$ cat src/rtl/alu_seq_unit.sv
// Sequential ALU with operand/opcode registers loaded from a shared bus and a start/busy/done
// handshake. Shifts take one RUN cycle per bit, and MUL is an N-step shift-add.
module alu_seq_unit #(
  parameter int unsigned N  = 16,
  parameter int unsigned CW = $clog2(N) + 1
) (
  input  logic         clk,
  input  logic         reset,
  input  logic         load_A,
  input  logic         load_B,
  input  logic         load_Op,
  input  logic [N-1:0] data_in,
  input  logic         start,
  output logic         busy,
  output logic         done,
  output logic [N-1:0] result,
  output logic [4:0]   flags
);

  localparam int unsigned KW = $clog2(N);

  typedef enum logic [1:0] {StIdle, StRun, StDone} state_e;

  typedef enum logic [2:0] {
    OpNor  = 3'd0,
    OpNand = 3'd1,
    OpAdd  = 3'd2,
    OpSub  = 3'd3,
    OpAddc = 3'd4,
    OpShl  = 3'd5,
    OpShr  = 3'd6,
    OpMul  = 3'd7
  } op_e;

  state_e         state_q, state_d;
  logic [N-1:0]   a_q, a_d, b_q, b_d;
  logic [2:0]     op_q, op_d;
  // Working copies taken at start so that new loads only affect the next operation.
  logic [N-1:0]   wa_q, wa_d, wb_q, wb_d;
  logic [2:0]     wop_q, wop_d;
  logic           cin_q, cin_d;
  logic [N-1:0]   acc_q, acc_d, hi_q, hi_d;
  logic [CW-1:0]  cnt_q, cnt_d;
  logic           sc_q, sc_d;
  logic [N-1:0]   result_q, result_d;
  logic [4:0]     flags_q, flags_d;
  logic           done_q, done_d;

  logic [N:0]     add_sum, sub_diff, mul_sum;
  logic [N-1:0]   res_c;
  logic           c_c, v_c;

  // Final result and flags, evaluated from the working registers while in DONE.
  always_comb begin
    add_sum  = {1'b0, wa_q} + {1'b0, wb_q} + {{N{1'b0}}, (wop_q == OpAddc) & cin_q};
    sub_diff = {1'b0, wa_q} - {1'b0, wb_q};
    res_c    = '0;
    c_c      = 1'b0;
    v_c      = 1'b0;
    unique case (op_e'(wop_q))
      OpNor:  res_c = ~(wa_q | wb_q);
      OpNand: res_c = ~(wa_q & wb_q);
      OpAdd, OpAddc: begin
        res_c = add_sum[N-1:0];
        c_c   = add_sum[N];
        v_c   = (wa_q[N-1] == wb_q[N-1]) && (add_sum[N-1] != wa_q[N-1]);
      end
      OpSub: begin
        res_c = sub_diff[N-1:0];
        c_c   = sub_diff[N];
        v_c   = (wa_q[N-1] != wb_q[N-1]) && (sub_diff[N-1] != wa_q[N-1]);
      end
      OpShl, OpShr: begin
        res_c = acc_q;
        c_c   = sc_q;
      end
      OpMul: begin
        res_c = acc_q;
        c_c   = |hi_q;
      end
      default: res_c = '0;
    endcase
  end

  // Partial-product step: multiplier sits in acc, high half accumulates in hi.
  assign mul_sum = {1'b0, hi_q} + ({1'b0, wa_q} & {(N + 1){acc_q[0]}});

  always_comb begin
    state_d  = state_q;
    a_d      = a_q;
    b_d      = b_q;
    op_d     = op_q;
    wa_d     = wa_q;
    wb_d     = wb_q;
    wop_d    = wop_q;
    cin_d    = cin_q;
    acc_d    = acc_q;
    hi_d     = hi_q;
    cnt_d    = cnt_q;
    sc_d     = sc_q;
    result_d = result_q;
    flags_d  = flags_q;
    done_d   = 1'b0;

    unique case (state_q)
      StIdle: begin
        if (load_A)  a_d  = data_in;
        if (load_B)  b_d  = data_in;
        if (load_Op) op_d = data_in[2:0];
        if (start) begin
          state_d = StRun;
          wa_d    = a_q;
          wb_d    = b_q;
          wop_d   = op_q;
          cin_d   = flags_q[3];
          sc_d    = 1'b0;
          hi_d    = '0;
          unique case (op_e'(op_q))
            OpShl, OpShr: begin
              acc_d = a_q;
              cnt_d = CW'(b_q[KW-1:0]);
            end
            OpMul: begin
              acc_d = b_q;
              cnt_d = CW'(N);
            end
            default: begin
              acc_d = a_q;
              cnt_d = '0;
            end
          endcase
        end
      end
      StRun: begin
        if (cnt_q == '0) begin
          state_d = StDone;
        end else begin
          cnt_d = cnt_q - CW'(1);
          unique case (op_e'(wop_q))
            OpShl: begin
              sc_d  = acc_q[N-1];
              acc_d = {acc_q[N-2:0], 1'b0};
            end
            OpShr: begin
              sc_d  = acc_q[0];
              acc_d = {acc_q[N-1], acc_q[N-1:1]};
            end
            OpMul: {hi_d, acc_d} = {mul_sum, acc_q[N-1:1]};
            default: ;
          endcase
        end
      end
      StDone: begin
        state_d  = StIdle;
        result_d = res_c;
        flags_d  = {v_c, c_c, (res_c == '0), res_c[N-1], ~^res_c};
        done_d   = 1'b1;
      end
      default: state_d = StIdle;
    endcase
  end

  always_ff @(posedge clk) begin
    if (reset) begin
      state_q  <= StIdle;
      a_q      <= '0;
      b_q      <= '0;
      op_q     <= '0;
      wa_q     <= '0;
      wb_q     <= '0;
      wop_q    <= '0;
      cin_q    <= 1'b0;
      acc_q    <= '0;
      hi_q     <= '0;
      cnt_q    <= '0;
      sc_q     <= 1'b0;
      result_q <= '0;
      flags_q  <= '0;
      done_q   <= 1'b0;
    end else begin
      state_q  <= state_d;
      a_q      <= a_d;
      b_q      <= b_d;
      op_q     <= op_d;
      wa_q     <= wa_d;
      wb_q     <= wb_d;
      wop_q    <= wop_d;
      cin_q    <= cin_d;
      acc_q    <= acc_d;
      hi_q     <= hi_d;
      cnt_q    <= cnt_d;
      sc_q     <= sc_d;
      result_q <= result_d;
      flags_q  <= flags_d;
      done_q   <= done_d;
    end
  end

  assign busy   = (state_q != StIdle);
  assign done   = done_q;
  assign result = result_q;
  assign flags  = flags_q;

endmodule

$ cat config.mk
export PLATFORM = sky130hd
export DESIGN_NAME = alu_seq_unit
export DESIGN_NICKNAME = d
export VERILOG_FILES = /design/src/rtl/alu_seq_unit.sv
export SDC_FILE = /design/constraint.sdc
export NUM_CORES = 1
export LEC_CHECK = 0
export ABC_AREA = 0
export BUFFER_PORTS_ARGS = -buffer_cell sky130_fd_sc_hd__buf_2
export CAP_MARGIN = 20
export CORE_ASPECT_RATIO = 0.8
export CORE_MARGIN = 5
export CORE_UTILIZATION = 62
export CTS_CLUSTER_DIAMETER = 100
export DETAILED_ROUTE_END_ITERATION = 8
export PLACE_DENSITY_LB_ADDON = 0.1
export SLEW_MARGIN = 25
export SYNTH_ARGS = -nofsm -noshare
export SYNTH_HDL_FRONTEND = slang
export SYNTH_SLANG_ARGS = --single-unit
export TNS_END_PERCENT = 30
$ cat constraint.sdc
create_clock -name clk -period 5.32 [get_ports clk]
set_input_delay 0.532 -clock clk [delete_from_list [all_inputs] [get_ports clk]]
set_output_delay 0.532 -clock clk [all_outputs]
set_load 0.005 [all_outputs]
==> results of run 1 <==
[through the flow]
step           std cells  hold slack (ps)  utilization (%)
3_5_place_dp        1316              442             65.3
4_1_cts             1347              344             69.8
3_3_place_gp        1316              441             65.3
6_report            1347              351             69.8
5_1_grt             1347              351             69.8
2_1_floorplan       1163              437                -
[Yosys cell counts, types with 4 or more instances]
cell / number / area share (%)
sky130_fd_sc_hd__a221oi_1: 6 / 0.60
sky130_fd_sc_hd__a311oi_1: 14 / 1.4
sky130_fd_sc_hd__fa_1: 4 / 0.92
sky130_fd_sc_hd__nor4_1: 8 / 0.57
sky130_fd_sc_hd__inv_1: 54 / 2.3
sky130_fd_sc_hd__nor2b_1: 8 / 0.57
sky130_fd_sc_hd__nand2b_1: 7 / 0.50
sky130_fd_sc_hd__o21ai_0: 40 / 2.3
sky130_fd_sc_hd__o211ai_1: 11 / 0.95
sky130_fd_sc_hd__a211oi_1: 44 / 3.8
sky130_fd_sc_hd__xnor2_1: 21 / 2.1
sky130_fd_sc_hd__a21oi_1: 146 / 8.4
sky130_fd_sc_hd__o31ai_1: 6 / 0.52
sky130_fd_sc_hd__ha_1: 74 / 11
sky130_fd_sc_hd__buf_1: 5 / 0.22
sky130_fd_sc_hd__and2_1: 23 / 1.7
sky130_fd_sc_hd__o22ai_1: 7 / 0.50
sky130_fd_sc_hd__nand4_1: 4 / 0.29
sky130_fd_sc_hd__a31oi_1: 19 / 1.4
sky130_fd_sc_hd__nand3_1: 18 / 1.0
sky130_fd_sc_hd__a22o_1: 6 / 0.60
sky130_fd_sc_hd__xor2_1: 7 / 0.70
sky130_fd_sc_hd__nor2_1: 82 / 3.5
sky130_fd_sc_hd__nor3_1: 13 / 0.75
sky130_fd_sc_hd__and3_1: 19 / 1.4
sky130_fd_sc_hd__o21bai_1: 7 / 0.60
sky130_fd_sc_hd__nand2_1: 218 / 9.4
sky130_fd_sc_hd__clkbuf_1: 66 / 2.8
sky130_fd_sc_hd__dfxtp_1: 132 / 30
sky130_fd_sc_hd__buf_2: 8 / 0.46
sky130_fd_sc_hd__mux2i_1: 7 / 0.80
sky130_fd_sc_hd__a21o_1: 15 / 1.3
[layout by cell type (no fill, tap or decap), drive strengths merged, types with 8 or more instances in the layout]
| cell | n |
|---|---|
| a211oi | 44 |
| a21o | 15 |
| a21oi | 147 |
| a311oi | 15 |
| a31oi | 20 |
| and2 | 23 |
| and3 | 19 |
| buf | 55 |
| clkbuf | 18 |
| dfxtp | 132 |
| ha | 74 |
| inv | 60 |
| nand2 | 218 |
| nand3 | 18 |
| nor2 | 82 |
| nor2b | 8 |
| nor3 | 14 |
| nor4 | 8 |
| o211ai | 11 |
| o21ai | 43 |
| xnor2 | 21 |
[cell families after synthesis]
logic type	after synthesis	share of synthesized area, %
buffers and inverters	137	6.15
muxes	9	1.19
and+or+nand+nor	416	21.0
DFF	132	30.4
xor gates and xnor gates	28	2.82
adders and majority gates	79	11.7
AOI/OAI and AO/OA	362	26.8
[critical path, cell delays in order, from the launching register on]
cell and delay [ps]:
sky130_fd_sc_hd__dfxtp_1 390, sky130_fd_sc_hd__inv_1 110, sky130_fd_sc_hd__fa_1 480, sky130_fd_sc_hd__fa_1 480, sky130_fd_sc_hd__nor2b_1 200, sky130_fd_sc_hd__o2111ai_1 170
sky130_fd_sc_hd__nand3_1 150, sky130_fd_sc_hd__a31oi_1 150, sky130_fd_sc_hd__o31ai_1 250, sky130_fd_sc_hd__a21oi_1 130, sky130_fd_sc_hd__mux2_2 300, sky130_fd_sc_hd__a21oi_1 230
sky130_fd_sc_hd__ha_1 280, sky130_fd_sc_hd__xnor2_1 140, sky130_fd_sc_hd__xnor2_1 180, sky130_fd_sc_hd__xnor2_1 140, sky130_fd_sc_hd__nand2_1 70, sky130_fd_sc_hd__a21oi_1 140
[layout make-up]
class / instances / area, sq um / area share, %
Clock buffer: 18 / 439 / 4.61
Clock inverter: 13 / 174 / 1.83
Inverter: 55 / 206 / 2.17
Multi-Input combinational cell: 894 / 5530 / 58.1
Sequential cell: 132 / 2640 / 27.8
Tap cell: 180 / 225 / 2.37
Timing Repair Buffer: 55 / 305 / 3.21
[layer usage]
metal	routed length [um]	share of wire [%]	GRT usage (%)	vias to the layer above
met5	34	0.14	0	-
met4	656	2.6	9.06	4
met3	2120	8.5	6.77	55
met2	10800	44	47.4	383
met1	11200	45	42.8	3918
li1	-	-	-	4081
[registers in the layout (all words and copies together) (netlist names)]
| name | count |
|---|---|
| a_q | 16 |
| acc_q | 16 |
| b_q | 16 |
| cin_q | 1 |
| cnt_q | 5 |
| done | 1 |
| flags | 5 |
| hi_q | 16 |
| op_q | 3 |
| result | 15 |
| sc_q | 1 |
| state_q | 2 |
| wa_q | 16 |
| wb_q | 16 |
| wop_q | 3 |
[power breakdown]
group	switching, uW	internal, uW	total, uW
Sequential	75.9	1060	1130
Combinational	417	240	657
Clock	480	756	1240
Total	973	2050	3030
[worst max path at each step]
stage | slack [ps] | endpoint
after floorplan | 720 | flags[0]
after global placement | 1470 | flags[0]
after detailed placement | 1340 | flags[0]
after CTS | 1320 | flags[0]
after global routing | 880 | flags[0]
final | 1270 | flags[0]
==> impl_metrics.xml, run 1 <==
<?xml version="1.0" encoding="UTF-8"?>
<metrics>
  <group name="outcome">
    <metric name="status" unit="">complete, no violations</metric>
  </group>
  <group name="detailed_routing">
    <metric name="postRouteWirelength" unit="um">24900</metric>
    <metric name="viasPerCell" unit="">6.27</metric>
    <metric name="drt-wirelength-per-cell" unit="um">18.5</metric>
    <metric name="drt_pre_antenna_iters" unit="">5</metric>
    <metric name="via_count_of_the_routed_design" unit="">8441</metric>
    <metric name="detailedRoute.firstIterationViolations" unit="">932</metric>
    <metric name="count_of_unresolved_drc_violations_after_routing" unit="">0</metric>
    <metric name="antenna_violation_net_count_after_detailed_routing" unit="">0</metric>
  </group>
  <group name="cts">
    <metric name="cts_post_setup_buffers_inserted" unit="">0</metric>
    <metric name="cts_made_buffers" unit="">17</metric>
    <metric name="clk_transition_reported_paths" unit="ps">60</metric>
    <metric name="cts_hold_buf" unit="">0</metric>
    <metric name="clock_tree.htree_level_count" unit="">4</metric>
    <metric name="clk_root_buffer_cell" unit="">sky130_fd_sc_hd__clkbuf_16</metric>
    <metric name="cts.repair.resized" unit="">0</metric>
    <metric name="numClockSinks" unit="">132</metric>
    <metric name="worst_skew_pair.late_latency" unit="ps">430</metric>
    <metric name="clock_tree.buffer_depth" unit="">2</metric>
    <metric name="tritoncts_clock_tree" unit="">built</metric>
  </group>
  <group name="setup_path">
    <metric name="worst_setup_path_startpoint" unit="">wa_q[0]</metric>
    <metric name="worst_r2r_path_depth" unit="">17</metric>
    <metric name="arrival" unit="ps">4410</metric>
    <metric name="highest_fanout_seen_on_the_critical_path" unit="">4</metric>
    <metric name="setup.worst_path.end_class" unit="">flop</metric>
    <metric name="regToRegStartpoint" unit="">wa_q[0]</metric>
    <metric name="timing.critical_path.from_type" unit="">flop</metric>
    <metric name="crit_required" unit="ps">5680</metric>
    <metric name="crit-reg2reg-capture" unit="">flags[0]</metric>
    <metric name="regToRegSetupSlack" unit="ps">1270</metric>
    <metric name="critPathKind" unit="">reg2reg</metric>
  </group>
  <group name="logic_synthesis">
    <metric name="synth_sequential_area_ratio" unit="%">30.4</metric>
    <metric name="synth_edf_count" unit="">0</metric>
    <metric name="yosysWarnings" unit="">0</metric>
    <metric name="synth_cells" unit="">1163</metric>
    <metric name="synth.avg_cell_area" unit="sq um">7.49</metric>
    <metric name="synth_flop_cell" unit="">sky130_fd_sc_hd__dfxtp_1</metric>
    <metric name="synth.lib_cells_used.distinct" unit="">72</metric>
    <metric name="postSynth.asyncResetShare" unit="%">0</metric>
    <metric name="synthesis.nets" unit="">1263</metric>
    <metric name="synth_seq_cells" unit="">132</metric>
    <metric name="netlist_area" unit="sq um">8710</metric>
  </group>
  <group name="sta">
    <metric name="final.period_utilization" unit="%">76.1</metric>
    <metric name="timing.final.ws_setup" unit="ps">1270</metric>
    <metric name="tightest_slew" unit="ps">988</metric>
    <metric name="totalNegativeSetupSlack" unit="ps">0</metric>
    <metric name="worst_slew_margin_rel" unit="%">34.1</metric>
    <metric name="rsz0062_at_grt" unit="">false</metric>
    <metric name="finalSetupViolations" unit="">0</metric>
    <metric name="finalWorstPathRequiredPeriod" unit="ps">4050</metric>
    <metric name="count_of_pins_over_their_slew_limit" unit="">0</metric>
    <metric name="hold_violations" unit="">0</metric>
    <metric name="max_freq" unit="GHz">0.247</metric>
    <metric name="fin_skew" unit="ps">8.87</metric>
  </group>
  <group name="placement">
    <metric name="io_buffer_count" unit="">44</metric>
    <metric name="routabilityCongestion" unit="">0.983</metric>
    <metric name="post_place_cell_area" unit="sq um">8910</metric>
    <metric name="preCtsSetupSlack" unit="ps">1340</metric>
    <metric name="dp_hpwl" unit="um">17700</metric>
  </group>
  <group name="global_routing">
    <metric name="grt_start_max_net_pins" unit="">92</metric>
    <metric name="grt_pass1_vias" unit="">7564</metric>
    <metric name="globalRoute.totalOverflow" unit="">0</metric>
    <metric name="grt_antenna_before_repair" unit="">2</metric>
    <metric name="grt.total_usage" unit="%">30.5</metric>
    <metric name="grt_first_pass_wirelength" unit="um">39900</metric>
  </group>
  <group name="final_layout">
    <metric name="insertedDiodeCount" unit="">0</metric>
    <metric name="post_route_cells_drive_above_1_share" unit="%">8.91</metric>
    <metric name="finish.instance_area" unit="sq um">9520</metric>
    <metric name="final_net_count" unit="">1255</metric>
    <metric name="nFillCells" unit="">1181</metric>
    <metric name="area_growth_syn_to_layout" unit="%">9.37</metric>
  </group>
  <group name="pwr">
    <metric name="ir_worst_vdd" unit="mV">0.252</metric>
    <metric name="power.static_leakage" unit="uW">0.00384</metric>
    <metric name="total_power_consumption_of_the_routed_design" unit="uW">3030</metric>
    <metric name="powerDensity" unit="nW/um^2">318</metric>
  </group>
  <group name="floorplanning">
    <metric name="fp.dieH" unit="um">116</metric>
    <metric name="design.die.area" unit="sq um">16500</metric>
    <metric name="floorplan.initialDensity" unit="%">63.8</metric>
    <metric name="die_w" unit="um">142</metric>
    <metric name="num_rows" unit="">38</metric>
    <metric name="placeableCoreArea" unit="sq um">13600</metric>
    <metric name="top_level_ports" unit="">45</metric>
  </group>
  <group name="hold_path">
    <metric name="min_path_type" unit="">in2reg</metric>
    <metric name="min_from" unit="">data_in[11]</metric>
    <metric name="holdPathStages" unit="">3</metric>
    <metric name="hold_path_end" unit="">a_q[11]</metric>
  </group>
  <group name="job">
    <metric name="cap_viol_max_count" unit="">0</metric>
  </group>
</metrics>
Note: power is estimated with default switching activity, not from simulation.
==> inputs of run 2 (changes only) <==
--- a/config.mk
+++ b/config.mk
@@ -5,12 +5,12 @@
 export SDC_FILE = /design/constraint.sdc
 export NUM_CORES = 1
 export LEC_CHECK = 0
-export ABC_AREA = 0
+export ABC_AREA = 1
 export BUFFER_PORTS_ARGS = -buffer_cell sky130_fd_sc_hd__buf_2
 export CAP_MARGIN = 20
 export CORE_ASPECT_RATIO = 0.8
 export CORE_MARGIN = 5
-export CORE_UTILIZATION = 62
+export CORE_UTILIZATION = 63
 export CTS_CLUSTER_DIAMETER = 100
 export DETAILED_ROUTE_END_ITERATION = 8
 export PLACE_DENSITY_LB_ADDON = 0.1
==> constraint.sdc (replaced) <==
create_clock -name clk -period 3.98 [get_ports clk]
set_input_delay 0.398 -clock clk [delete_from_list [all_inputs] [get_ports clk]]
set_output_delay 0.398 -clock clk [all_outputs]
set_load 0.005 [all_outputs]
==> run 2 against run 1 <==
Against the previous run: worst hold slack got worse by 130 ps; die area rose by 5.3%; via count rose by 14%; sequential share of layout area down 1.5 points; combinational power grew to 2.6 times the previous value; synthesized cell count up 22%; clock power grew 29%; non-clock buffer count decreased by 5; count of clock-buffer cells in the layout fell by 1; power increased by 64%; setup slack worse by 890 ps; cell area increased by 5.7%; largest power group is now combinational cells; highest routed layer is now met4.
==> impl_metrics.xml, run 2 <==
<?xml version="1.0" encoding="UTF-8"?>
<metrics>
  <group name="cts">
    <metric name="cts_made_buffers" unit="">17</metric>
    <metric name="clock_tree.htree_level_count" unit="">4</metric>
    <metric name="worst_skew_pair.late_latency" unit="ps">430</metric>
    <metric name="clk_root_buffer_cell" unit="">sky130_fd_sc_hd__clkbuf_16</metric>
    <metric name="cts_post_setup_buffers_inserted" unit="">0</metric>
    <metric name="numClockSinks" unit="">132</metric>
    <metric name="clock_tree.buffer_depth" unit="">2</metric>
    <metric name="clk_transition_reported_paths" unit="ps">60</metric>
    <metric name="cts_hold_buf" unit="">0</metric>
    <metric name="tritoncts_clock_tree" unit="">built</metric>
    <metric name="cts.repair.resized" unit="">0</metric>
  </group>
  <group name="logic_synthesis">
    <metric name="synth.avg_cell_area" unit="sq um">6.57</metric>
    <metric name="synth_seq_cells" unit="">132</metric>
    <metric name="synth_flop_cell" unit="">sky130_fd_sc_hd__dfxtp_1</metric>
    <metric name="synth_edf_count" unit="">0</metric>
    <metric name="netlist_area" unit="sq um">9360</metric>
    <metric name="synthesis.nets" unit="">1523</metric>
    <metric name="synthDominantCellAreaShare" unit="%">28.2</metric>
    <metric name="synth.lib_cells_used.distinct" unit="">49</metric>
    <metric name="top_post_synthesis_cells_by_area" unit="">sky130_fd_sc_hd__dfxtp_1 28%, sky130_fd_sc_hd__nand2_1 11%, sky130_fd_sc_hd__ha_1 9.9%</metric>
    <metric name="postSynth.asyncResetShare" unit="%">0</metric>
    <metric name="synth_sequential_area_ratio" unit="%">28.2</metric>
    <metric name="post-synth-top-area-cell" unit="">sky130_fd_sc_hd__dfxtp_1</metric>
    <metric name="synth.top_cells.by_count" unit="">279 x sky130_fd_sc_hd__nand2_1, 188 x sky130_fd_sc_hd__inv_1, 156 x sky130_fd_sc_hd__a21oi_1</metric>
    <metric name="synth_cells" unit="">1423</metric>
    <metric name="synth.most_common_cell" unit="">sky130_fd_sc_hd__nand2_1</metric>
    <metric name="yosysWarnings" unit="">0</metric>
  </group>
  <group name="outcome">
    <metric name="status" unit="">complete, no violations</metric>
  </group>
  <group name="final_layout">
    <metric name="nFillCells" unit="">1302</metric>
    <metric name="multi_input_comb_area" unit="sq um">5570</metric>
    <metric name="post_route_cells_drive_above_1_share" unit="%">9.92</metric>
    <metric name="layout.cells.non_filler" unit="">1627</metric>
    <metric name="final_net_count" unit="">1529</metric>
    <metric name="area_growth_syn_to_layout" unit="%">7.56</metric>
    <metric name="regArea" unit="sq um">2640</metric>
    <metric name="mostFrequentLayoutCell" unit="">sky130_fd_sc_hd__nand2_1</metric>
    <metric name="final_cell_mix" unit="">279 x sky130_fd_sc_hd__nand2_1, 187 x sky130_fd_sc_hd__inv_1, 156 x sky130_fd_sc_hd__a21oi_1</metric>
  </group>
  <group name="setup_path">
    <metric name="timing.critical_path.from_type" unit="">flop</metric>
    <metric name="highest_fanout_seen_on_the_critical_path" unit="">7</metric>
    <metric name="regToRegStartpoint" unit="">wop_q[1]</metric>
    <metric name="endpoint_of_the_worst_setup_timing_path" unit="">flags[0]</metric>
    <metric name="critPathKind" unit="">reg2reg</metric>
    <metric name="crit-reg2reg-capture" unit="">flags[0]</metric>
    <metric name="critical-path-top-cell-by-count" unit="">sky130_fd_sc_hd__nand3_1</metric>
    <metric name="setup.worst_path.end_class" unit="">flop</metric>
    <metric name="slowest_stage" unit="">sky130_fd_sc_hd__fa_1</metric>
    <metric name="regToRegSetupSlack" unit="ps">390</metric>
    <metric name="crit_path_cell_trace" unit="">nor2_4, nand3_1, fa_1, fa_1, inv_1, nand3_1, nand3_1, nand3_1, nand3_1, nand2_1, nand3_1, nand3_1, nand2_2, ha_1, xnor2_1, xnor2_1, xnor2_1, o21ai_0, inv_1</metric>
    <metric name="crit_required" unit="ps">4300</metric>
    <metric name="arrival" unit="ps">3920</metric>
    <metric name="worst_setup_path_startpoint" unit="">wop_q[1]</metric>
    <metric name="critPathMaxStageDelay" unit="ps">470</metric>
    <metric name="worst_r2r_path_depth" unit="">19</metric>
  </group>
  <group name="placement">
    <metric name="io_buffer_count" unit="">44</metric>
    <metric name="placed_cells" unit="">1594</metric>
    <metric name="routabilityCongestion" unit="">1.09</metric>
    <metric name="dp_hpwl" unit="um">23000</metric>
    <metric name="preCtsSetupSlack" unit="ps">438</metric>
  </group>
  <group name="hold_path">
    <metric name="holdPathStages" unit="">3</metric>
    <metric name="min_path_type" unit="">in2reg</metric>
  </group>
  <group name="sta">
    <metric name="final.period_utilization" unit="%">90.3</metric>
    <metric name="rsz0062_at_grt" unit="">false</metric>
    <metric name="tightest_slew" unit="ps">869</metric>
    <metric name="hold_violations" unit="">0</metric>
    <metric name="fin_skew" unit="ps">10.8</metric>
    <metric name="count_of_pins_over_their_slew_limit" unit="">0</metric>
    <metric name="timing.final.ws_setup" unit="ps">387</metric>
    <metric name="finalWorstPathRequiredPeriod" unit="ps">3590</metric>
    <metric name="worst_slew_margin_rel" unit="%">42.0</metric>
    <metric name="totalNegativeSetupSlack" unit="ps">0</metric>
    <metric name="fin_hold_ws" unit="ps">223</metric>
    <metric name="finalSetupViolations" unit="">0</metric>
    <metric name="max_freq" unit="GHz">0.278</metric>
  </group>
  <group name="detailed_routing">
    <metric name="viasPerCell" unit="">5.93</metric>
    <metric name="drt_pre_antenna_iters" unit="">7</metric>
    <metric name="detailedRoute.firstIterationViolations" unit="">1262</metric>
    <metric name="antenna_violation_net_count_after_detailed_routing" unit="">0</metric>
    <metric name="drt-wirelength-per-cell" unit="um">18.4</metric>
    <metric name="postRouteWirelength" unit="um">29900</metric>
    <metric name="count_of_unresolved_drc_violations_after_routing" unit="">0</metric>
    <metric name="via_count_of_the_routed_design" unit="">9647</metric>
  </group>
  <group name="floorplanning">
    <metric name="num_rows" unit="">39</metric>
    <metric name="fp.dieH" unit="um">119</metric>
    <metric name="placeableCoreArea" unit="sq um">14400</metric>
    <metric name="die_w" unit="um">146</metric>
    <metric name="floorplan.initialDensity" unit="%">64.8</metric>
    <metric name="design.die.area" unit="sq um">17400</metric>
    <metric name="top_level_ports" unit="">45</metric>
  </group>
  <group name="job">
    <metric name="cap_viol_max_count" unit="">0</metric>
  </group>
  <group name="global_routing">
    <metric name="grt_antenna_before_repair" unit="">1</metric>
    <metric name="globalRoute.totalOverflow" unit="">0</metric>
    <metric name="grt_first_pass_wirelength" unit="um">47000</metric>
    <metric name="grt.total_usage" unit="%">34.1</metric>
    <metric name="grt_start_max_net_pins" unit="">72</metric>
    <metric name="grt_pass1_vias" unit="">8624</metric>
  </group>
  <group name="pwr">
    <metric name="power.static_leakage" unit="uW">0.00484</metric>
    <metric name="ir_worst_vdd" unit="mV">0.391</metric>
    <metric name="powerDensity" unit="nW/um^2">494</metric>
  </group>
</metrics>
[run 2: cell count changes after synthesis, sizes merged, moves of 38 or more]
cell,before,now
inv,55,203
a211oi,44,6
nor2,82,135
o21ai,43,165
nand2,218,296
nand3,18,86
clkbuf,66,28
[run 2: power breakdown]
group / switching (uW) / internal (uW)
registers: 162 / 1470
clock network: 706 / 892
logic: 1160 / 587
[run 2: kinds of logic (layout without fill, tap and decap cells)]
logic type	count (synthesis)	in the layout	synth area share, %
and+or+nand+nor	567	567	26.2
AOI/OAI and AO/OA	367	367	21.3
buffers and inverters	266	285	12.3
DFF	132	132	28.2
adders and majority gates	78	78	10.8
xor gates and xnor gates	13	13	1.22
other	0	1	0
[run 2: stage by stage]
step	power, uW	util (%)	cell area (sq um)
final	4970	69.7	10100
after global routing	5210	69.6	10100
after CTS	4920	69.6	10100
after detailed placement	3340	65.6	9470
after global placement	3320	65.6	9470
after floorplan	2910	-	9360
[run 2: area by class of cell]
type / instances / share of cell area (%)
multi-input cells: 1025 / 55.3
repair buffers: 50 / 2.64
clock inverters: 15 / 1.63
inverters: 203 / 7.62
well taps: 184 / 2.29
clock buffers: 17 / 4.23
flip-flops and latches: 132 / 26.3
diodes: 1 / 0.0249
[run 2: how the worst min path moves through the flow]
stage          slack, ps  endpoint         from
3_5_place_dp         460    b_q[9]       b_q[9]
4_1_cts              220   b_q[14]  data_in[14]
3_3_place_gp         460    b_q[4]       b_q[4]
6_report             220   b_q[14]  data_in[14]
5_1_grt              240    a_q[5]   data_in[5]
2_1_floorplan        440   b_q[11]      b_q[11]
[run 2: critical path: cells and delay by family, from the launching register on]
| family | cells | cell delay (ps) |
|---|---|---|
| XOR/XNOR | 3 | 440 |
| AO/OA/AOI/OAI | 1 | 160 |
| buffers and inverters | 2 | 170 |
| AND/OR/NAND/NOR | 10 | 1160 |
| adder cells (fa/ha/maj) | 3 | 1170 |
| flip-flops | 1 | 390 |
[run 2: metal layers]
layer | wire length [um] | track usage [%] | up-vias
li1 | - | - | 4679
met1 | 13100 | 50.3 | 4343
met2 | 11700 | 47.4 | 553
met3 | 4190 | 9.95 | 72
met4 | 881 | 11.3 | 0
met5 | 0 | 0 | -
==> inputs of run 3 (changes only) <==
--- a/config.mk
+++ b/config.mk
@@ -5,12 +5,12 @@
 export SDC_FILE = /design/constraint.sdc
 export NUM_CORES = 1
 export LEC_CHECK = 0
-export ABC_AREA = 1
+export ABC_AREA = 0
 export BUFFER_PORTS_ARGS = -buffer_cell sky130_fd_sc_hd__buf_2
 export CAP_MARGIN = 20
 export CORE_ASPECT_RATIO = 0.8
 export CORE_MARGIN = 5
-export CORE_UTILIZATION = 63
+export CORE_UTILIZATION = 62
 export CTS_CLUSTER_DIAMETER = 100
 export DETAILED_ROUTE_END_ITERATION = 8
 export PLACE_DENSITY_LB_ADDON = 0.1
==> run 3 against run 2 <==
Against the previous run: setup slack got worse by 150 ps; critical endpoint unchanged; register-to-register slack got worse by 150 ps; largest cell class unchanged; fmax decreased by 4.0%; final cell count decreased by 16%; worst hold slack got worse by 12 ps; clock power decreased by 3%; power decreased by 20%; first-iteration DRC count decreased by 29%; sequential power decreased by 7%; combinational power decreased by 47%.
==> impl_metrics.xml, run 3 (synthesis results as in run 1) <==
<?xml version="1.0" encoding="UTF-8"?>
<metrics>
  <group name="outcome">
    <metric name="status" unit="">complete, no violations</metric>
  </group>
  <group name="sta">
    <metric name="finalSetupViolations" unit="">0</metric>
    <metric name="finalWorstPathRequiredPeriod" unit="ps">3740</metric>
    <metric name="max_freq" unit="GHz">0.267</metric>
    <metric name="worst_slew_margin_rel" unit="%">43.1</metric>
    <metric name="tightest_slew" unit="ps">852</metric>
    <metric name="fin_skew" unit="ps">9.69</metric>
    <metric name="count_of_pins_over_their_slew_limit" unit="">0</metric>
    <metric name="final.period_utilization" unit="%">94.1</metric>
    <metric name="totalNegativeSetupSlack" unit="ps">0</metric>
    <metric name="hold_violations" unit="">0</metric>
  </group>
  <group name="final_layout">
    <metric name="final_net_count" unit="">1266</metric>
    <metric name="multi_input_comb_area" unit="sq um">5620</metric>
    <metric name="finish.instance_area" unit="sq um">9670</metric>
    <metric name="area_growth_syn_to_layout" unit="%">11.0</metric>
    <metric name="mostFrequentLayoutCell" unit="">sky130_fd_sc_hd__nand2_1</metric>
    <metric name="nFillCells" unit="">1123</metric>
    <metric name="layout.cells.non_filler" unit="">1359</metric>
    <metric name="finalCoreUtilization" unit="%">70.8</metric>
    <metric name="insertedDiodeCount" unit="">0</metric>
    <metric name="final_cell_mix" unit="">218 x sky130_fd_sc_hd__nand2_1, 144 x sky130_fd_sc_hd__a21oi_1, 131 x sky130_fd_sc_hd__dfxtp_1</metric>
    <metric name="post_route_cells_drive_above_1_share" unit="%">10.9</metric>
    <metric name="regArea" unit="sq um">2640</metric>
  </group>
  <group name="global_routing">
    <metric name="grt_antenna_before_repair" unit="">0</metric>
    <metric name="grt_pass1_vias" unit="">7613</metric>
    <metric name="grt_first_pass_wirelength" unit="um">41200</metric>
    <metric name="globalRoute.totalOverflow" unit="">0</metric>
    <metric name="grt.total_usage" unit="%">31.5</metric>
    <metric name="grt_start_max_net_pins" unit="">71</metric>
  </group>
  <group name="floorplanning">
    <metric name="placeableCoreArea" unit="sq um">13600</metric>
    <metric name="fp.dieH" unit="um">116</metric>
    <metric name="die_w" unit="um">142</metric>
    <metric name="top_level_ports" unit="">45</metric>
    <metric name="design.die.area" unit="sq um">16500</metric>
    <metric name="floorplan.initialDensity" unit="%">63.8</metric>
    <metric name="num_rows" unit="">38</metric>
  </group>
  <group name="pwr">
    <metric name="ir_worst_vdd" unit="mV">0.365</metric>
    <metric name="powerDensity" unit="nW/um^2">412</metric>
    <metric name="power.static_leakage" unit="uW">0.00391</metric>
  </group>
  <group name="cts">
    <metric name="worst_skew_pair.late_latency" unit="ps">430</metric>
    <metric name="clock_tree.htree_level_count" unit="">4</metric>
    <metric name="clk_root_buffer_cell" unit="">sky130_fd_sc_hd__clkbuf_16</metric>
    <metric name="clock_tree.buffer_depth" unit="">2</metric>
    <metric name="tritoncts_clock_tree" unit="">built</metric>
    <metric name="numClockSinks" unit="">132</metric>
    <metric name="clk_transition_reported_paths" unit="ps">60</metric>
    <metric name="cts_made_buffers" unit="">17</metric>
  </group>
  <group name="detailed_routing">
    <metric name="count_of_unresolved_drc_violations_after_routing" unit="">0</metric>
    <metric name="viasPerCell" unit="">6.23</metric>
    <metric name="detailedRoute.firstIterationViolations" unit="">894</metric>
    <metric name="drt_pre_antenna_iters" unit="">5</metric>
    <metric name="drt-wirelength-per-cell" unit="um">19.0</metric>
    <metric name="postRouteWirelength" unit="um">25800</metric>
    <metric name="antenna_violation_net_count_after_detailed_routing" unit="">0</metric>
    <metric name="via_count_of_the_routed_design" unit="">8467</metric>
  </group>
  <group name="placement">
    <metric name="placed_cells" unit="">1325</metric>
    <metric name="io_buffer_count" unit="">44</metric>
    <metric name="dp_hpwl" unit="um">18500</metric>
    <metric name="routabilityCongestion" unit="">1.03</metric>
    <metric name="post_place_cell_area" unit="sq um">8980</metric>
  </group>
  <group name="job">
    <metric name="cap_viol_max_count" unit="">0</metric>
  </group>
  <group name="hold_path">
    <metric name="min_path_type" unit="">in2reg</metric>
  </group>
  <group name="setup_path">
    <metric name="timing.critical_path.from_type" unit="">flop</metric>
    <metric name="setup.worst_path.end_class" unit="">flop</metric>
    <metric name="critPathKind" unit="">reg2reg</metric>
    <metric name="arrival" unit="ps">4100</metric>
    <metric name="crit_required" unit="ps">4330</metric>
    <metric name="highest_fanout_seen_on_the_critical_path" unit="">4</metric>
  </group>
</metrics>
==> run 3: cell types whose count changed in the layout (fill, tap and decap cells not counted), moves of 14 or more <==
cell                       change
sky130_fd_sc_hd__o21ai_0     -107
sky130_fd_sc_hd__nand2_1      -61
sky130_fd_sc_hd__and3_1       +19
sky130_fd_sc_hd__and2_1       +20
sky130_fd_sc_hd__inv_1       -133
sky130_fd_sc_hd__nor2_1       -48
sky130_fd_sc_hd__nand3_1      -67
sky130_fd_sc_hd__a311oi_1     +14
sky130_fd_sc_hd__nand2_2      -15
sky130_fd_sc_hd__buf_4        +17
sky130_fd_sc_hd__a211oi_1     +38
==> run 3: metrics by stage <==
step | hold WS (ps) | setup slack, ps | total power, uW
after floorplan | 437 | 39.0 | 2170
after global placement | 441 | 206 | 2400
after detailed placement | 446 | 98.2 | 2410
after CTS | 205 | 53.1 | 3950
after global routing | 209 | -27.7 | 4160
final | 211 | 236 | 3980
==> run 3: worst paths after layout <==
check	from	to	slack, ps	depth (start not counted)
setup / recovery	wb_q[1]	flags[0]	240	17
hold / removal	data_in[3]	a_q[3]	210	3
setup reg to reg	wb_q[1]	flags[0]	240	17
hold reg to reg	result[10]	result[10]	450	2
==> run 3: repair_timing <==
| item | 4_1_cts | 5_1_grt |
|---|---|---|
| hold buffers | 0 | 0 |
| setup buffers | 0 | 2 |
| resized for setup | 0 | 15 |
| setup endpoints to repair | 0 | 2 |
==> run 3: layout make-up <==
type	count	area share, %
flip-flops and latches	132	27.4
well taps	180	2.33
clock buffers	19	4.58
multi-input cells	894	58.2
inverters	55	2.14
clock inverters	13	1.42
repair buffers	66	4.01
==> run 3: power by group <==
part           switching, uW  internal (uW)  total [uW]  leakage [uW]
Clock                    653            896        1550      0.000279
Sequential              98.8           1410        1510       0.00107
Combinational            580            340         920       0.00255
==> run 3: critical path, stage by stage, from the launching register on <==
cell and delay, ps:
sky130_fd_sc_hd__dfxtp_1 410, sky130_fd_sc_hd__inv_1 130, sky130_fd_sc_hd__ha_1 300, sky130_fd_sc_hd__o21ba_2 240, sky130_fd_sc_hd__nor4_2 200, sky130_fd_sc_hd__a211oi_1 90
sky130_fd_sc_hd__o2bb2ai_1 210, sky130_fd_sc_hd__o31a_1 370, sky130_fd_sc_hd__o22ai_2 190, sky130_fd_sc_hd__mux2i_1 110, sky130_fd_sc_hd__o211ai_1 240, sky130_fd_sc_hd__o21ai_0 140
sky130_fd_sc_hd__ha_1 320, sky130_fd_sc_hd__xnor2_1 220, sky130_fd_sc_hd__xnor2_1 170, sky130_fd_sc_hd__xnor2_1 140, sky130_fd_sc_hd__nand2_1 70, sky130_fd_sc_hd__a21oi_1 130
==> run 3: metal layers <==
| layer | up-vias | routed length, um | global-route usage (%) |
|---|---|---|---|
| li1 | 4107 | - | - |
| met1 | 3881 | 11900 | 46.4 |
| met2 | 447 | 10700 | 46.3 |
| met3 | 32 | 2650 | 7.55 |
| met4 | 0 | 461 | 8.04 |
| met5 | - | 0 | 0 |
